`config.mk`:
```
export PLATFORM = sky130hd
export DESIGN_NAME = prog_mealy_fsm
export DESIGN_NICKNAME = d
export VERILOG_FILES = /design/src/rtl/prog_mealy_fsm.sv
export SDC_FILE = /design/constraint.sdc
export NUM_CORES = 1
export LEC_CHECK = 0
export CAP_MARGIN = 20
export CORE_AREA = 2 2 103 105
export CTS_CLUSTER_SIZE = 12
export DETAILED_ROUTE_END_ITERATION = 16
export DIE_AREA = 0 0 105 107
export GPL_TIMING_DRIVEN = 0
export PLACE_DENSITY = 0.67
export SYNTH_ARGS = -nofsm -noshare
export SYNTH_HDL_FRONTEND = slang
export SYNTH_SLANG_ARGS = --single-unit
export TNS_END_PERCENT = 100
```
`constraint.sdc`:
```
create_clock -name clock -period 2.5 [get_ports clock]
set_input_delay 0.75 -clock clock [delete_from_list [all_inputs] [get_ports clock]]
set_output_delay 0.75 -clock clock [all_outputs]
set_load 0.005 [all_outputs]
```
`src/rtl/prog_mealy_fsm.sv`:
```
// prog_mealy_fsm: a table-driven Mealy state machine with registered outputs.
// Each {state, a} pair selects an entry holding the next state and the output
// symbol. The table is loaded through a small configuration port and can be
// read back one cycle later. The block also provides a synchronous clear, a
// saturating step counter and a one-cycle hit pulse when a step lands in
// match_state.
module prog_mealy_fsm #(
    parameter int SW         = 2,
    parameter int IW         = 2,
    parameter int OW         = 2,
    parameter int INIT_STATE = 0,
    parameter int CNT_W      = 16
) (
    input  logic                 clock,
    input  logic                 reset_n,
    input  logic                 enable,
    input  logic                 clear,
    input  logic [IW-1:0]        a,
    output logic [OW-1:0]        y,
    output logic [SW-1:0]        state,
    input  logic [SW-1:0]        match_state,
    output logic                 hit,
    output logic [CNT_W-1:0]     step_cnt,
    input  logic                 cfg_we,
    input  logic [SW+IW-1:0]     cfg_addr,
    input  logic [SW+OW-1:0]     cfg_wdata,
    output logic [SW+OW-1:0]     cfg_rdata
);

    localparam int                AW       = SW + IW;
    localparam int                DEPTH    = 2 ** AW;
    localparam logic [SW-1:0]     INIT     = SW'(INIT_STATE);
    localparam logic [CNT_W-1:0]  CNT_MAX  = '1;

    // One table entry: next state in the MSBs, output symbol in the LSBs.
    typedef struct packed {
        logic [SW-1:0] next_state;
        logic [OW-1:0] y_value;
    } entry_t;

    entry_t        tbl [DEPTH];
    entry_t        cur;
    logic [AW-1:0] idx;

    // The row is selected by the current state, the column by the input.
    assign idx = {state, a};
    assign cur = tbl[idx];

    // Transition table storage, written from the configuration port.
    // NOTE: the table is built from flops and must read back as all-zero after
    // reset, so every entry is cleared explicitly; a RAM macro could not do this.
    always_ff @(posedge clock or negedge reset_n) begin
        if (!reset_n) begin
            for (int i = 0; i < DEPTH; i++) begin
                tbl[i] <= '0;
            end
        end else if (cfg_we) begin
            // NOTE: non-blocking assignment means any step or readback on this
            // same edge still sees the old entry (read-before-write).
            tbl[cfg_addr] <= cfg_wdata;
        end
    end

    // Registered readback of the addressed entry, pre-write contents.
    always_ff @(posedge clock or negedge reset_n) begin
        if (!reset_n) begin
            cfg_rdata <= '0;
        end else begin
            cfg_rdata <= tbl[cfg_addr];
        end
    end

    // State, output, hit and step counter: clear beats enable beats hold.
    always_ff @(posedge clock or negedge reset_n) begin
        if (!reset_n) begin
            state    <= INIT;
            y        <= '0;
            hit      <= 1'b0;
            step_cnt <= '0;
        end else if (clear) begin
            state    <= INIT;
            y        <= '0;
            hit      <= 1'b0;
            step_cnt <= '0;
        end else if (enable) begin
            state <= cur.next_state;
            y     <= cur.y_value;
            hit   <= (cur.next_state == match_state);
            if (step_cnt != CNT_MAX) begin
                step_cnt <= step_cnt + CNT_W'(1);
            end
        end else begin
            hit <= 1'b0;
        end
    end

endmodule

```
### After elaboration in Yosys (flattened, before gate mapping)

Cells that the tools add are included.

| cells by class | value |
|---|---|
| $add $sub $neg | 1 |
| $lt $le $gt $ge | 3 |
| equality and inequality tests | 2 |
| mux-type cells | 18 |
| bitwise gates (word level) | 2 |
| reductions and logical operators | 4 |

Operators by type and width:

| cell | count |
|---|---|
| $bwmux 64 | 1 |
| $mux 16 | 3 |
| $bmux 4 s4 | 2 |
| $mux 4 | 5 |
| $add 16x1->16 const B | 1 |
| $demux 4 s4 | 1 |
| $ne 16x16->1 const B | 1 |
| $ge 5x5->1 const B | 2 |
| $not 4->5 | 2 |
| $mux 2 | 4 |
| $lt 5x1->1 const B | 1 |
| $reduce_bool 2->1 | 2 |
| $eq 2x2->1 | 1 |
| $mux 1 | 2 |
| $reduce_and 2->1 | 1 |
| $logic_and 1x1->1 | 1 |

| word-level totals | value |
|---|---|
| bits in registers | 89 |
| input port bits | 17 |
| word-level logic and storage cells | 67 |

### Longest topological paths before layout

Gate-level depths: netlist of the first run.

| logic depth | value |
|---|---|
| depth after elaboration | 7 |
| mapped depth | 8 |
| depth with buffers taken out | 6 |

### Worst setup path before layout of the first run

No wires, ideal clock.

| path | value |
|---|---|
| path kind | input-to-reg |
| from | in a[1] |
| to | reg state[0] |
| arrival time | 2.075 ns |
| slack | 0.339 ns |
| stages on the path | 4 |
| cell sequence | clkbuf_1 mux4_2 mux2_2 a211oi_2 |

| on the way | value |
|---|---|
| word-level cells in the longest chain between the ends | 6 |

Ends and longest elaborated chain:

| element | RTL line | text |
|---|---|---|
| from (decl) | 18 | `input logic [IW-1:0] a,` |
| $not 4->5 (not written as such) | 47 | `assign cur = tbl[idx];` |
| $bmux 4 s4 | 47 |  |
| $mux 4 (not written as such) (2 in series) | 47 |  |
| $mux 2 | 85 | `end else if (enable) begin` |
| $mux 2 | 80 | `end else if (clear) begin` |
| to (signal assigned) | 86 | `state <= cur.next_state;` |
| to (decl) | 20 | `output logic [SW-1:0] state,` |

Every way passes these cells. The select of a mux whose other input is x is not followed.
A chain may end at the register's enable or synchronous reset.

### Worst setup path after layout of the first run

| path | value |
|---|---|
| from | in cfg_addr[0] |
| to | reg cfg_rdata[1] |

| on the way | value |
|---|---|
| word-level cells in the longest chain between the ends | 4 |

Ends and longest elaborated chain:

| element | RTL line | text |
|---|---|---|
| from (decl) | 25 | `input logic [SW+IW-1:0] cfg_addr,` |
| $not 4->5 (not written as such) | 69 | `cfg_rdata <= tbl[cfg_addr];` |
| $bmux 4 s4 | 69 |  |
| $mux 4 (not written as such) (2 in series) | 69 |  |
| to (signal assigned) | 69 |  |
| to (decl) | 27 | `output logic [SW+OW-1:0] cfg_rdata` |

Every way passes these cells. The select of a mux whose other input is x is not followed.

==> metrics.cfg, run 1 <==
[run_status]
status = finished, final reports clean

[synthesis]
async_reset_ff_frac = 1.000
synth_top_flop_cell = sky130_fd_sc_hd__dfrtp_1
synth_area_per_cell_um2 = 13.31
yosys-top-cells-area = sky130_fd_sc_hd__dfrtp_1, sky130_fd_sc_hd__mux2_2, sky130_fd_sc_hd__mux4_2
yosys.cell_count.top_type = sky130_fd_sc_hd__dfrtp_1
yosys.cell_types.count = 42
synth_seq_area_share = 0.4725
synth_warnings = 0
syn-cell-area_mm2 = 0.004713
syn_nets = 372
synth-edff-count = 0
synth.top_cells.by_count = sky130_fd_sc_hd__dfrtp_1, sky130_fd_sc_hd__mux2_2, sky130_fd_sc_hd__nor2_1
post_synth_inst_count = 354
synth_top_area_cell = sky130_fd_sc_hd__dfrtp_1
ff_latch_count_synth = 89
synth.top_cell.area_share = 0.4725

[final_layout]
drive_above_1_share = 0.3047
utilization = 0.5419
n_antenna_cell = 0
areaGrowthSynthToFinish_pct = 16.03
final-instance-count-excl-fill = 543
layout.cell_area.non_filler_mm2 = 0.005469
net_count_final = 420
fill_cells = 920

[sta]
timing.clock.skew_ns = 0.01008
slew_violations = 0
finalHoldWorstSlack_ns = 0.3875
slew_at_the_pin_closest_to_its_max_slew_limit_ns = 0.6340
final_min_period_over_clock_period = 0.9802
finalWorstSetupSlack_ns = 0.04957
setup_tns_ns = 0
finalHoldViolations = 0
rsz_0062_raised_after_global_routing = false
finalWorstPathRequiredPeriod_ns = 2.450
final-setup-viol-count = 0
slew-limit-headroom = 0.5758
achievable-frequency_mhz = 408.1

[place]
dp.final_hpwl_um = 7922
pre_cts_slack_ns = -0.5886
placed_area_mm2 = 0.005269
dp_cells = 527
last_weighted_congestion_value_of_the_routability_driven_placer = 0.8758
place.port_buffers = 36

[drt]
drt_drc_violations_left = 0
ant_nets = 0
routed-via-count = 3169
routedWlPerCell_um = 19.97
routed_via_density = 5.836
dr.pass1.iters = 5
drt-initial-drc-count = 183
postRouteWirelength_um = 10840

[die]
std_cell_rows = 37
chipWidth_um = 105
die_h_um = 107
floorplan.core_area_mm2 = 0.01009
fp.dieArea_mm2 = 0.01124
io-pin-count = 42
initial_core_util = 0.4670

[cts]
worst_setup_hold_path_clk_slew_ns = 0.09
cts_max_path_buffers = 2
clkSinkCount = 89
cts-htree-levels = 3
clk-insertion-delay-late_ns = 0.35
tritoncts = done
cts_inserted_buffers = 9
postCtsHoldBufs = 0
clock_root_buffer = sky130_fd_sc_hd__clkbuf_8

[job]
count_of_maximum_capacitance_violations = 0

[global_route]
pin_count_of_the_biggest_net_entering_global_routing = 47
wire_length_of_the_first_global_routing_pass_um = 17430
grt-ovfl-total = 0
number_of_antenna_violations_at_the_first_check_in_global_routing = 0
first_global_vias = 3231
grt_use_total = 0.2038

[setup_path]
r2r-end = hit$_DFF_PN0_
cp-end-kind = flip-flop
cp_data_required_time_ns = 2.72
start_kind = input pin
critical_path.max_fanout = 10
critical_path_class = in2reg
reg2reg_from = state[0]$_DFFE_PN0P_
critical_path_arrival_ns = 2.67
r2r_setup_slack_ns = 0.36
worst_r2r_path_depth = 6

[power_and_ir_drop]
cellPowerDensity_mw_per_mm2 = 693.9
vdd.ir_drop.worst_v = 0.0004212
p_total_mw = 3.795
power.static_leakage_nw = 2.188

[hold_path]
timing.hold.worst.class = in2async

-- power by group --
| part | switching, mW | internal [mW] |
|---|---|---|
| combinational | 0.324 | 0.566 |
| clock | 0.523 | 0.466 |
| sequential | 0.201 | 1.72 |
-- timing repair --
action | 4_1_cts | 5_1_grt
hold endpoints to repair | 0 | 0
gates resized for setup | 5 | 0
endpoints found under the setup margin | 20 | 0
buffers inserted | 0 | 0
-- sequential cells by signal, summed over array words and instances, names as in the netlist --
register,flops
tbl,64
step_cnt,16
cfg_rdata,4
state,2
y,2
hit,1
-- worst max-delay path by stage --
stage                 from                endpoint  slack [ns]  cells past startpoint
2_1_floorplan         a[1]    state[0]$_DFFE_PN0P_        0.34                      4
3_3_place_gp       reset_n     tbl[16]$_DFFE_PN0P_       -2.61                      1
3_5_place_dp   cfg_addr[1]     tbl[51]$_DFFE_PN0P_       -0.59                      5
4_1_cts        cfg_addr[0]  cfg_rdata[1]$_DFF_PN0_        0.03                      4
5_1_grt        cfg_addr[0]  cfg_rdata[1]$_DFF_PN0_       0.008                      4
6_report       cfg_addr[0]  cfg_rdata[1]$_DFF_PN0_        0.05                      4
-- kinds of logic after synthesis --
logic type                 synth area share
AOI/OAI and AO/OA                   0.04699
xor gates and xnor gates            0.02602
adders and majority gates          0.002654
buffers and inverters               0.02707
DFF                                  0.4725
muxes                                0.3464
and+or+nand+nor                     0.07832
-- routing by layer --
layer | up-vias | wire, µm | global-route usage
met2 | 76 | 5482 | 0.3539
li1 | 1432 | - | -
met1 | 1649 | 4845 | 0.2674
met3 | 12 | 396 | 0.03100
met4 | 0 | 117 | 0.05714
met5 | - | 0 | 0
-- cell type report --
type / count / area [µm²] / area share
Inverter: 4 / 15.01 / 0.002745
Buffer: 22 / 123.9 / 0.02265
Timing Repair Buffer: 37 / 385.4 / 0.07046
Sequential cell: 89 / 2227 / 0.4072
Tap cell: 136 / 170.2 / 0.03111
Clock inverter: 4 / 53.80 / 0.009838
Multi-Input combinational cell: 239 / 2359 / 0.4313
Clock buffer: 12 / 135.1 / 0.02471
-- worst max-delay path, cell delays in order --
cell	delay (ns)
sky130_fd_sc_hd__clkdlybuf4s50_1	0.63
sky130_fd_sc_hd__buf_6	0.26
sky130_fd_sc_hd__mux4_2	0.54
sky130_fd_sc_hd__mux4_2	0.49
-- cell usage in the layout (no fill, tap or decap), types with 3 or more instances in the layout --
master	netlist	final
sky130_fd_sc_hd__a21oi_1	6	6
sky130_fd_sc_hd__a211oi_1	4	4
sky130_fd_sc_hd__dfrtp_1	89	89
sky130_fd_sc_hd__nand3_1	6	6
sky130_fd_sc_hd__buf_2	5	5
sky130_fd_sc_hd__mux2_2	69	69
sky130_fd_sc_hd__clkdlybuf4s50_1	0	35
sky130_fd_sc_hd__or3_1	3	3
sky130_fd_sc_hd__nor2_1	31	31
sky130_fd_sc_hd__nand2b_1	5	5
sky130_fd_sc_hd__clkbuf_1	12	15
sky130_fd_sc_hd__nand4_1	6	6
sky130_fd_sc_hd__mux2i_1	18	18
sky130_fd_sc_hd__mux4_2	30	30
sky130_fd_sc_hd__xor2_1	5	5
sky130_fd_sc_hd__inv_1	4	4
sky130_fd_sc_hd__nand2_1	11	11
sky130_fd_sc_hd__xnor2_1	9	9
sky130_fd_sc_hd__clkbuf_8	0	9
sky130_fd_sc_hd__nor3_1	6	6
sky130_fd_sc_hd__nand3b_1	3	3
Power figures use the tool's default switching activity.
==> run 2: changes to the inputs <==
--- a/config.mk
+++ b/config.mk
@@ -6,10 +6,10 @@
 export NUM_CORES = 1
 export LEC_CHECK = 0
 export CAP_MARGIN = 20
-export CORE_AREA = 2 2 103 105
+export CORE_AREA = 2 2 108 100
 export CTS_CLUSTER_SIZE = 12
 export DETAILED_ROUTE_END_ITERATION = 16
-export DIE_AREA = 0 0 105 107
+export DIE_AREA = 0 0 110 102
 export GPL_TIMING_DRIVEN = 0
 export PLACE_DENSITY = 0.67
 export SYNTH_ARGS = -nofsm -noshare
==> run 2 against run 1 <==
Critical path depth is the same. Clock skew grew 0.0018 ns. Sequential power is essentially flat. Combinational power grew 2%. Power grew 1.3%. First-iteration DRC count shrank 8.7%. Register-to-register slack lost 0.07 ns. Largest cell class unchanged.
==> metrics.cfg, run 2 (synthesis results as in run 1) <==
[power_and_ir_drop]
vdd.ir_drop.worst_v = 0.0005847  ; +39%
p_sw_mw = 1.072  ; +2.2%
combinationalPowerShare = 0.235  ; about the same
power.static_leakage_nw = 2.204  ; +0.73%
sw_frac_of_total = 0.2787  ; +0.002432
seq_power_share = 0.499  ; -0.006
p_total_mw = 3.846  ; +1.3%
internal_power_mw = 2.774  ; +1.0%
cellPowerDensity_mw_per_mm2 = 702.6  ; +1.2%
clkPwrFrac = 0.266  ; +0.005

[cts]
cts_inserted_buffers = 9  ; unchanged
clkSinkCount = 89  ; unchanged
worst_setup_hold_path_clk_slew_ns = 0.09  ; about the same
postCtsHoldBufs = 0  ; unchanged
cts-htree-levels = 3  ; unchanged
clk-insertion-delay-late_ns = 0.37  ; +0.02 ns
clock_root_buffer = sky130_fd_sc_hd__clkbuf_8
cts_max_path_buffers = 2  ; unchanged
post_cts.repair.setup_buffers = 0  ; unchanged
tritoncts = done

[final_layout]
multi_input_area_mm2 = 0.002359  ; unchanged
mostFrequentLayoutCells = sky130_fd_sc_hd__dfrtp_1, sky130_fd_sc_hd__mux2_2, sky130_fd_sc_hd__clkdlybuf4s50_1, sky130_fd_sc_hd__nor2_1, sky130_fd_sc_hd__mux4_2
ff_latch_area_mm2 = 0.002227  ; unchanged
utilization = 0.5459  ; +0.003948
largest_reg_flops = 64  ; unchanged
top_regs = tbl (64), step_cnt (16), cfg_rdata (4)
n_antenna_cell = 0  ; unchanged
max_flop_register = tbl
areaGrowthSynthToFinish_pct = 16.14  ; about the same
net_count_final = 420  ; unchanged
drive_above_1_share = 0.3120  ; +0.007371
layout_commonest_cell = sky130_fd_sc_hd__dfrtp_1
fill_cells = 862  ; -6.3%

[setup_path]
cp-end-kind = flip-flop
critical_path.max_fanout = 10  ; unchanged
r2r_setup_slack_ns = 0.29  ; -0.07 ns
critical_path_class = in2reg
cp_data_required_time_ns = 2.74  ; +0.02 ns
start_kind = input pin
critical_path.startpoint = cfg_addr[0]
crit_path_end = cfg_rdata[0]$_DFF_PN0_
r2r-end = hit$_DFF_PN0_
critical_path_arrival_ns = 2.72  ; +0.05 ns
reg2reg_from = state[0]$_DFFE_PN0P_
worst_r2r_path_depth = 6  ; unchanged

[die]
fp.dieArea_mm2 = 0.01122  ; -0.13%
chipWidth_um = 110  ; +4.8%
die_h_um = 102  ; -4.7%
io-pin-count = 42  ; unchanged
std_cell_rows = 35  ; -5.4%
floorplan.core_area_mm2 = 0.01003  ; -0.63%
initial_core_util = 0.4700  ; +0.002972

[job]
count_of_maximum_capacitance_violations = 0  ; unchanged

[drt]
ant_nets = 0  ; unchanged
drt-initial-drc-count = 167  ; -8.7%
dr.pass1.iters = 4  ; -1
routedWlPerCell_um = 20.17  ; +1.0%
routed-via-count = 3159  ; -0.32%
drt_drc_violations_left = 0  ; unchanged
postRouteWirelength_um = 10810  ; -0.27%
routed_via_density = 5.894  ; +0.99%

[sta]
final-setup-viol-count = 0  ; unchanged
rsz_0062_raised_after_global_routing = false
slew_at_the_pin_closest_to_its_max_slew_limit_ns = 0.6955  ; +0.06152 ns
achievable-frequency_mhz = 403.0  ; -1.3%
finalHoldViolations = 0  ; unchanged
slew-limit-headroom = 0.5363  ; -0.03945
timing.clock.skew_ns = 0.01192  ; +0.001834 ns
finalWorstPathRequiredPeriod_ns = 2.481  ; +0.03103 ns
slew_violations = 0  ; unchanged
final_min_period_over_clock_period = 0.9926  ; +0.01241

[hold_path]
timing.hold.worst.class = in2async

[place]
dp.final_hpwl_um = 7954  ; +0.41%
last_weighted_congestion_value_of_the_routability_driven_placer = 0.8127  ; -7.2%
place.port_buffers = 36  ; unchanged

[run_status]
status = finished, final reports clean

[global_route]
first_global_vias = 3151  ; -2.5%
grt-ovfl-total = 0  ; unchanged
pin_count_of_the_biggest_net_entering_global_routing = 51  ; +8.5%
wire_length_of_the_first_global_routing_pass_um = 17530  ; +0.59%
grt_use_total = 0.2125  ; +0.008702
number_of_antenna_violations_at_the_first_check_in_global_routing = 0  ; unchanged

-- run 2: per-stage QoR --
step	setup TNS (ns)	setup WS [ns]	cells	instance area, µm²	hold slack [ns]
3_5_place_dp	-19.88	-0.5342	520	5260	0.5148
2_1_floorplan	0	0.3387	354	4713	0.4544
4_1_cts	0	0.007686	536	5468	0.3599
6_report	0	0.01854	536	5474	0.3506
5_1_grt	0	0.01987	536	5474	0.3841
3_3_place_gp	-245.39	-2.552	519	5235	0.5033
-- run 2: area by class of cell --
class                   count  share of cell area
plain buffers              22             0.02263
inverters                   4            0.002743
clock buffers              10             0.02514
multi-input cells         239              0.4309
flip-flops and latches     89              0.4069
clock inverters             6             0.01189
repair buffers             37             0.07040
well taps                 129             0.02949
-- run 2: what timing repair did --
item | 4_1_cts | 5_1_grt
endpoints found under the setup margin | 20 | 2
resized for setup | 3 | 2
cloned | 0 | 0
pin swaps | 0 | 0
-- run 2: worst min-delay path by stage --
stage / from / end / slack, ns / depth (start not counted)
after floorplan: reset_n / cfg_rdata[0]$_DFF_PN0_ / 0.45 / 0
after global placement: tbl[12]$_DFFE_PN0P_ / tbl[12]$_DFFE_PN0P_ / 0.50 / 1
after detailed placement: tbl[13]$_DFFE_PN0P_ / tbl[13]$_DFFE_PN0P_ / 0.51 / 1
after CTS: reset_n / tbl[18]$_DFFE_PN0P_ / 0.36 / 1
after global routing: reset_n / tbl[26]$_DFFE_PN0P_ / 0.38 / 1
final: reset_n / tbl[18]$_DFFE_PN0P_ / 0.35 / 1
-- run 2: critical path, stage by stage --
cell	delay, ns
sky130_fd_sc_hd__clkdlybuf4s50_1	0.62
sky130_fd_sc_hd__clkbuf_4	0.30
sky130_fd_sc_hd__mux4_2	0.52
sky130_fd_sc_hd__mux4_2	0.52
-- run 2: layer usage --
metal | vias up | GRT usage | share of wire
li1 | 1432 | - | -
met1 | 1647 | 0.3267 | 0.48
met2 | 67 | 0.3039 | 0.47
met3 | 13 | 0.04911 | 0.043
met4 | 0 | 0.05550 | 0.013
met5 | - | 0 | 0
-- run 2: power groups by stage --
stage	sequential, mW	combinational (mW)	clock [mW]
detailed placement	1.94	0.904	0
floorplan	1.88	0.640	0
CTS	1.91	0.908	1.05
global route	1.96	0.974	1.11
global placement	1.93	0.881	0
finish	1.92	0.904	1.02
==> run 3: changes to the inputs <==
--- a/config.mk
+++ b/config.mk
@@ -12,6 +12,7 @@
 export DIE_AREA = 0 0 110 102
 export GPL_TIMING_DRIVEN = 0
 export PLACE_DENSITY = 0.67
+export SLEW_MARGIN = 10
 export SYNTH_ARGS = -nofsm -noshare
 export SYNTH_HDL_FRONTEND = slang
 export SYNTH_SLANG_ARGS = --single-unit
==> results of run 3 <==
Same layout as run 2: the final DEF is identical, and so are final timing and power.
